[src/rtl/btc_nonce_scan.sv]
// btc_nonce_scan: issues sequential nonces into the double-SHA256 pipeline and
// queues nonces whose final hash word equals TARGET in a small golden FIFO.
module btc_nonce_scan #(
  parameter int          LATENCY = 128,
  parameter logic [31:0] TARGET  = 32'ha41f32e7,
  parameter int          DEPTH   = 4
) (
  input  logic        clk,
  input  logic        rst_n,
  input  logic        load,
  input  logic [31:0] start_nonce,
  input  logic        run,
  input  logic [31:0] hash_in,
  output logic [31:0] nonce_out,
  output logic        issue_valid,
  output logic        exhausted,
  output logic [31:0] golden_nonce,
  output logic        golden_valid,
  input  logic        golden_rd,
  output logic        overflow
);
  localparam int AW = $clog2(DEPTH);
  logic [31:0]        next_nonce, check_nonce;
  logic [LATENCY-1:0] vline;
  logic [31:0]        mem [DEPTH];
  logic [AW:0]        wp, rp;
  logic [AW-1:0]      head;
  logic               check_valid, hit, empty, full, pop, push;
  assign check_valid  = vline[LATENCY-1];
  assign hit          = check_valid && hash_in == TARGET && !load;
  assign empty        = wp == rp;
  assign full         = (wp ^ rp) == {1'b1, {AW{1'b0}}};
  assign pop          = golden_rd && !empty;
  assign push         = hit && (!full || pop);
  assign golden_valid = !empty;
  // When empty, keep showing the most recently popped entry.
  assign head         = rp[AW-1:0] - AW'(empty);
  assign golden_nonce = mem[head];
  always_ff @(posedge clk) begin
    if (!rst_n) begin
      nonce_out   <= '0;
      issue_valid <= 1'b0;
      exhausted   <= 1'b0;
      overflow    <= 1'b0;
      next_nonce  <= '0;
      check_nonce <= '0;
      vline       <= '0;
      wp          <= '0;
      rp          <= '0;
      for (int i = 0; i < DEPTH; i++) mem[i] <= '0;
    end else begin
      if (pop) rp <= rp + 1'b1;
      if (push) begin
        mem[wp[AW-1:0]] <= check_nonce;
        wp              <= wp + 1'b1;
      end
      if (load) begin
        nonce_out   <= start_nonce;
        next_nonce  <= start_nonce;
        check_nonce <= start_nonce;
        issue_valid <= 1'b0;
        exhausted   <= 1'b0;
        overflow    <= 1'b0;
        vline       <= '0;
      end else begin
        vline <= {vline[LATENCY-2:0], issue_valid};
        if (check_valid) check_nonce <= check_nonce + 32'd1;
        if (hit && full && !pop) overflow <= 1'b1;
        if (run && !exhausted) begin
          nonce_out   <= next_nonce;
          issue_valid <= 1'b1;
          next_nonce  <= next_nonce + 32'd1;
          if (next_nonce == 32'hffffffff) exhausted <= 1'b1;
        end else begin
          issue_valid <= 1'b0;
        end
      end
    end
  end
endmodule

[config.mk]
export PLATFORM = sky130hd
export DESIGN_NAME = btc_nonce_scan
export DESIGN_NICKNAME = d
export VERILOG_FILES = /design/src/rtl/btc_nonce_scan.sv
export SDC_FILE = /design/constraint.sdc
export NUM_CORES = 1
export LEC_CHECK = 0
export ABC_AREA = 1
export CORE_MARGIN = 2
export CORE_UTILIZATION = 39
export CTS_CLUSTER_SIZE = 24
export DETAILED_ROUTE_END_ITERATION = 12
export SLEW_MARGIN = 20
export SYNTH_ARGS = -nofsm -noshare
export SYNTH_HDL_FRONTEND = slang
export SYNTH_SLANG_ARGS = --single-unit
[constraint.sdc]
create_clock -name clk -period 7 [get_ports clk]
set_input_delay 1.05 -clock clk [delete_from_list [all_inputs] [get_ports clk]]
set_output_delay 1.05 -clock clk [all_outputs]
set_load 0.02 [all_outputs]
; ---- Yosys cells after proc, flatten, opt, wreduce, memory -nomap -nowiden
; Memories as Yosys holds them, arrays and structs flattened.
; Index checks and enable logic that the tools add are counted.
[totals]
reg_bits = 233
ramBits = 128
out_inout_bits = 68
word_cells = 53
mem_count = 1
[memory_table]
columns = name, depth, width, rd, rd_clocked_by_memory_dff, write_ports, line
row1 = mem, 4, 32, 1, 0, 4, 25  ; logic [31:0] mem [DEPTH];
[op_classes]
n_addsub = 5
eq_ne = 4
mux = 14
bitwise_logic = 2
n_reduce_logical = 18
[op_table]
columns = operator, n
row1 = $mux W32, 7
row2 = $add A32 B1 Y32 const B, 2
row3 = $eq A32 B32 Y1 const B, 2
row4 = $reduce_or A32 Y1, 1
row5 = $logic_and A1 B1 Y1, 7
row6 = $add A3 B1 Y3 const B, 2
row7 = $mux W1, 6
row8 = $logic_not A1 Y1, 5
row9 = $reduce_bool A2 Y1, 2
row10 = $eq A3 B3 Y1, 1
row11 = $eq A3 B3 Y1 const B, 1
row12 = $xor A3 B3 Y3, 1
row13 = $mux W2, 1
row14 = $reduce_and A2 Y1, 1
row15 = $reduce_or A2 Y1, 1
row16 = $sub A2 B1 Y2, 1
row17 = $logic_or A1 B1 Y1, 1
row18 = $not A1 Y1, 1

; ---- Logic depth before layout (Yosys ltp)
[logic_depth]
ltp_word = 10
mapped_depth = 11
ltp_nobuf = 11

; ---- Least setup slack after synthesis
; OpenSTA, ideal clock, no wires.
[synth_timing]
kind = input to register
startpoint = input hash_in[3]
endpoint = memory mem[3][0], enable pin
t_arrival_ns = 3.248
path_slack_ns = 3.331
stages = 6
path_buffers = 0
cell_sequence = or2_2 nor2_2 nand3_4 nor2_8 a21oi_1 nor2_1
[synth_lines]
columns = element, line
row1 = from (decl), 13  ; input logic [31:0] hash_in,
row2 = to (decl), 25

; ---- Final worst setup path
[layout_timing]
startpoint = register wp[0]
endpoint = output golden_nonce[13]
[layout_between]
elab_chain_cells = 3
[layout_rtl]
columns = element, line
row1 = from (decl), 26  ; logic [AW:0] wp, rp;
row2 = from (signal assigned), 55  ; wp <= wp + 1'b1;
row3 = $eq A3 B3 Y1, 31  ; assign empty = wp == rp;
row4 = $sub A2 B1 Y2, 37  ; assign head = rp[AW-1:0] - AW'(empty);
row5 = $mem_v2 Z4 W32, --
row6 = to (decl), 17  ; output logic [31:0] golden_nonce,
; No other way between the ends.

==> flow_summary_export.csv <==
group,metric,value,unit
outcome,status,"complete, no violations",
cts,cts-resized-gates,0,
timing,finalMaxSlewViolations,0,
placement,dp.cells,2490,
logic_synthesis,yosysWarningCount,0,
drt,wl_per_cell,15.2,um
hold_path,holdPathStages,2,
grt,grt_overflow,0,
critical_path,r2r_setup_slack,4210,ps
logic_synthesis,ys_ff_latch,361,
drt,drt_iter0_markers,694,
critical_path,cp_slowest_cell,"inv_1",
critical_path,worst_setup_path_start_kind,"flip-flop",
cts,hold_buffers,0,
logic_synthesis,synth_edf_count,128,
timing,tns,0,ps
timing,slew_headroom,39.6,%
logic_synthesis,async_flop_share,0,%
floorplanning,die_height,204,um
timing,worst_pin_slew,905,ps
pwr,p_leak,6.84,nW
hold_path,min_path_type,"flip-flop to flip-flop",
floorplanning,start_util,39.4,%
drt,drc,0,
critical_path,path_common_cell,"inv_1",
critical_path,r2r-start,"vline[127]",
grt,grt_pass1_wl,61900,um
drt,totalWireLength,38800,um
cts,cts_root_buf,"clkbuf_16",
cells_and_area,nFillCells,3795,
pwr,powerDensity,278,mW/mm2
logic_synthesis,synth_ff_type,"dfxtp_1",
cts,clkLatencyLatePin,550,ps
floorplanning,dieArea,0.0416,mm2
critical_path,rr_worst_depth,9,
cts,cts_tree,"done",
critical_path,rr_endpoint,"mem[0][23]",
cells_and_area,stdcell_count,2561,
logic_synthesis,synthCells,1897,
cells_and_area,stdcell_area,0.0186,mm2
cts,htree_levels,2,
cells_and_area,multi_input_area,0.00552,mm2
logic_synthesis,synth_cell_types,43,
pwr,vdd_drop_max,0.199,mV
cells_and_area,fin_util,47.0,%
cells_and_area,antenna_cells,0,
drt,routed_via_density,4.78,
critical_path,worst-path-buf-inv,3,
critical_path,criticalPathCategory,"flip-flop to primary output",
placement,place.gp.congestion,0.883,
logic_synthesis,synth_top_area_share,29.9,%
cts,cts_sinks,361,
placement,postPlaceCellArea,0.0173,mm2
timing,min_period,4680,ps
timing,maxClockFrequency,214,MHz
drt,ant_nets,0,
critical_path,cp_data_arrival_time,3630,ps
cts,cts-buffers-inserted,39,
timing,setup_viol,0,
cells_and_area,area_delta_synth_final,19.2,%
cts,clkTransAtPathRegs,60,ps
grt,grt_max_degree,74,
hold_path,min-delay-start,"vline[32]",
cts,cts_setup_buffers,0,
drt,first_pass_iters,5,
logic_synthesis,synth.cell_area,0.0156,mm2
logic_synthesis,synth.avg_cell_area,8.22,um2
timing,fin_crit_sh,66.9,%
logic_synthesis,synth_area_leaders,"dfxtp_1 30%, edfxtp_1 25%, nor2_1 9.4%",
hold_path,holdPathEnd,"vline[33]",
critical_path,cp.required,5950,ps
critical_path,crit_path_end_kind,"primary output",
cells_and_area,drive_above_1_share,6.39,%
cells_and_area,nets,2080,
timing,whs,401,ps
floorplanning,io_pins,137,
grt,grt_use_total,18.7,%
logic_synthesis,synth_top_area_cell,"dfxtp_1",
drt,vias,12200,
timing,fin_skew,10.6,ps
logic_synthesis,yosysSeqAreaShare,54.6,%
timing,hold_viol_final,0,
critical_path,crit_path_max_fanout,32,
logic_synthesis,synth.net_count,1971,
floorplanning,rows,73,
timing,rsz0062_at_grt,"no",
placement,port_buffers,136,
critical_path,critPathTopFamily,"buffers and inverters",
cts,cts.path.max_buffers,3,
floorplanning,die_x,204,um
placement,dp.final_hpwl,26500,um
flow_run,max_cap_violations,0,
critical_path,crit_chain,"xor2_1 -> nor2_1 -> nand2_1 -> inv_1 -> ha_2 -> inv_1 -> or2_2 -> o211ai_1 -> o21ai_0 -> clkdlybuf4s50_1",
critical_path,cpPeakStageDelay,660,ps
grt,grt_pass1_vias,11700,
grt,antenna_found_initial,1,
floorplanning,core-area,0.0395,mm2
cells_and_area,seq_area,0.00851,mm2
-- through the flow --
stage | power [mW] | worst slack [ps]
4_1_cts | 5.23 | 2270
6_report | 5.17 | 2320
3_3_place_gp | 3.18 | 2950
5_1_grt | 5.39 | 1980
3_5_place_dp | 3.19 | 2840
2_1_floorplan | 2.83 | 3330
-- cell usage in the layout, fill, tap and decap left out, drive strengths merged, types with 29 or more instances in the layout --
cell | netlist | layout
clkdlybuf4s50 | 0 | 134
edfxtp | 128 | 128
or2 | 35 | 35
nand3 | 104 | 104
mux2i | 32 | 32
clkbuf | 55 | 53
o21ai | 88 | 88
a21oi | 108 | 108
o211ai | 37 | 37
inv | 310 | 311
nand4 | 29 | 29
dfxtp | 233 | 233
nor2 | 401 | 401
nand2 | 247 | 247
-- logic make-up (layout without fill, tap and decap cells) --
family                   Yosys count  in the layout  synth area share, %
buffers and inverters            392            531                 10.1
flip-flops                       361            361                 54.6
AO/OA/AOI/OAI                    263            263                 9.37
adder cells (fa/ha/maj)            5              5                0.401
XOR/XNOR                          12             12                0.674
multiplexers                      32             32                 2.06
AND/OR/NAND/NOR                  832            832                 22.8
-- report_power, final --
part	switching, mW	leakage [nW]	internal [mW]	total [mW]
Clock	0.832	0.611	1.20	2.03
Sequential	0.0505	3.16	2.24	2.29
Combinational	0.491	3.06	0.362	0.852
Total	1.37	6.84	3.80	5.17
-- sequential cells by signal, indices dropped and copies added, names as in the netlist --
name         flops
mem            128
vline          128
check_nonce     32
next_nonce      32
nonce_out       32
rp               3
wp               3
exhausted        1
issue_valid      1
overflow         1
-- Yosys cell counts (2+ instances only) --
master / instances
nand3_1: 102
mux2i_1: 32
nor2_2: 7
inv_2: 4
buf_2: 13
xnor2_1: 6
nand4_1: 26
nand3b_1: 2
a21oi_1: 108
inv_1: 305
ha_1: 5
or2_2: 35
edfxtp_1: 128
buf_1: 2
o211ai_1: 37
and2_1: 2
o21bai_1: 3
dfxtp_1: 233
a31oi_1: 21
nor3_1: 10
o21ai_0: 88
nor2_1: 392
nand2_1: 245
clkbuf_1: 55
buf_6: 10
xor2_1: 6
and3_1: 2
nand4_4: 3
-- worst reg2reg max path, delay by kind of cell, from the launching register on --
| kind | cells | cell delay (ps) |
|---|---|---|
| and+or+nand+nor | 7 | 1350 |
| DFF | 1 | 560 |
| buffers and inverters | 2 | 500 |
-- layout make-up --
type | count | share of cell area, %
Tap cell | 525 | 3.54
Multi-Input combinational cell | 1144 | 29.7
Inverter | 311 | 6.32
Clock inverter | 18 | 0.977
Clock buffer | 53 | 5.81
Sequential cell | 361 | 45.8
Timing Repair Buffer | 149 | 7.80
-- layer usage --
metal  global-route usage, %  vias up  routed length (um)
met4                    5.55        0                 937
met2                    30.6      268               18000
met1                    24.9     5657               17600
li1                        -     6261                   -
met3                    4.05       59                2270
met5                       0        -                   0
-- worst max-delay path by stage --
stage | from | endpoint | slack, ps | depth (start not counted)
finish | wp[0] | golden_nonce[13] | 2320 | 10
global route | rp[1] | golden_nonce[13] | 1980 | 10
CTS | rp[1] | golden_nonce[13] | 2270 | 10
detailed placement | wp[0] | golden_nonce[13] | 2840 | 10
global placement | wp[1] | golden_nonce[7] | 2950 | 10
floorplan | hash_in[3] | mem[3][0] | 3330 | 6
Power figures use the tool's default switching activity.
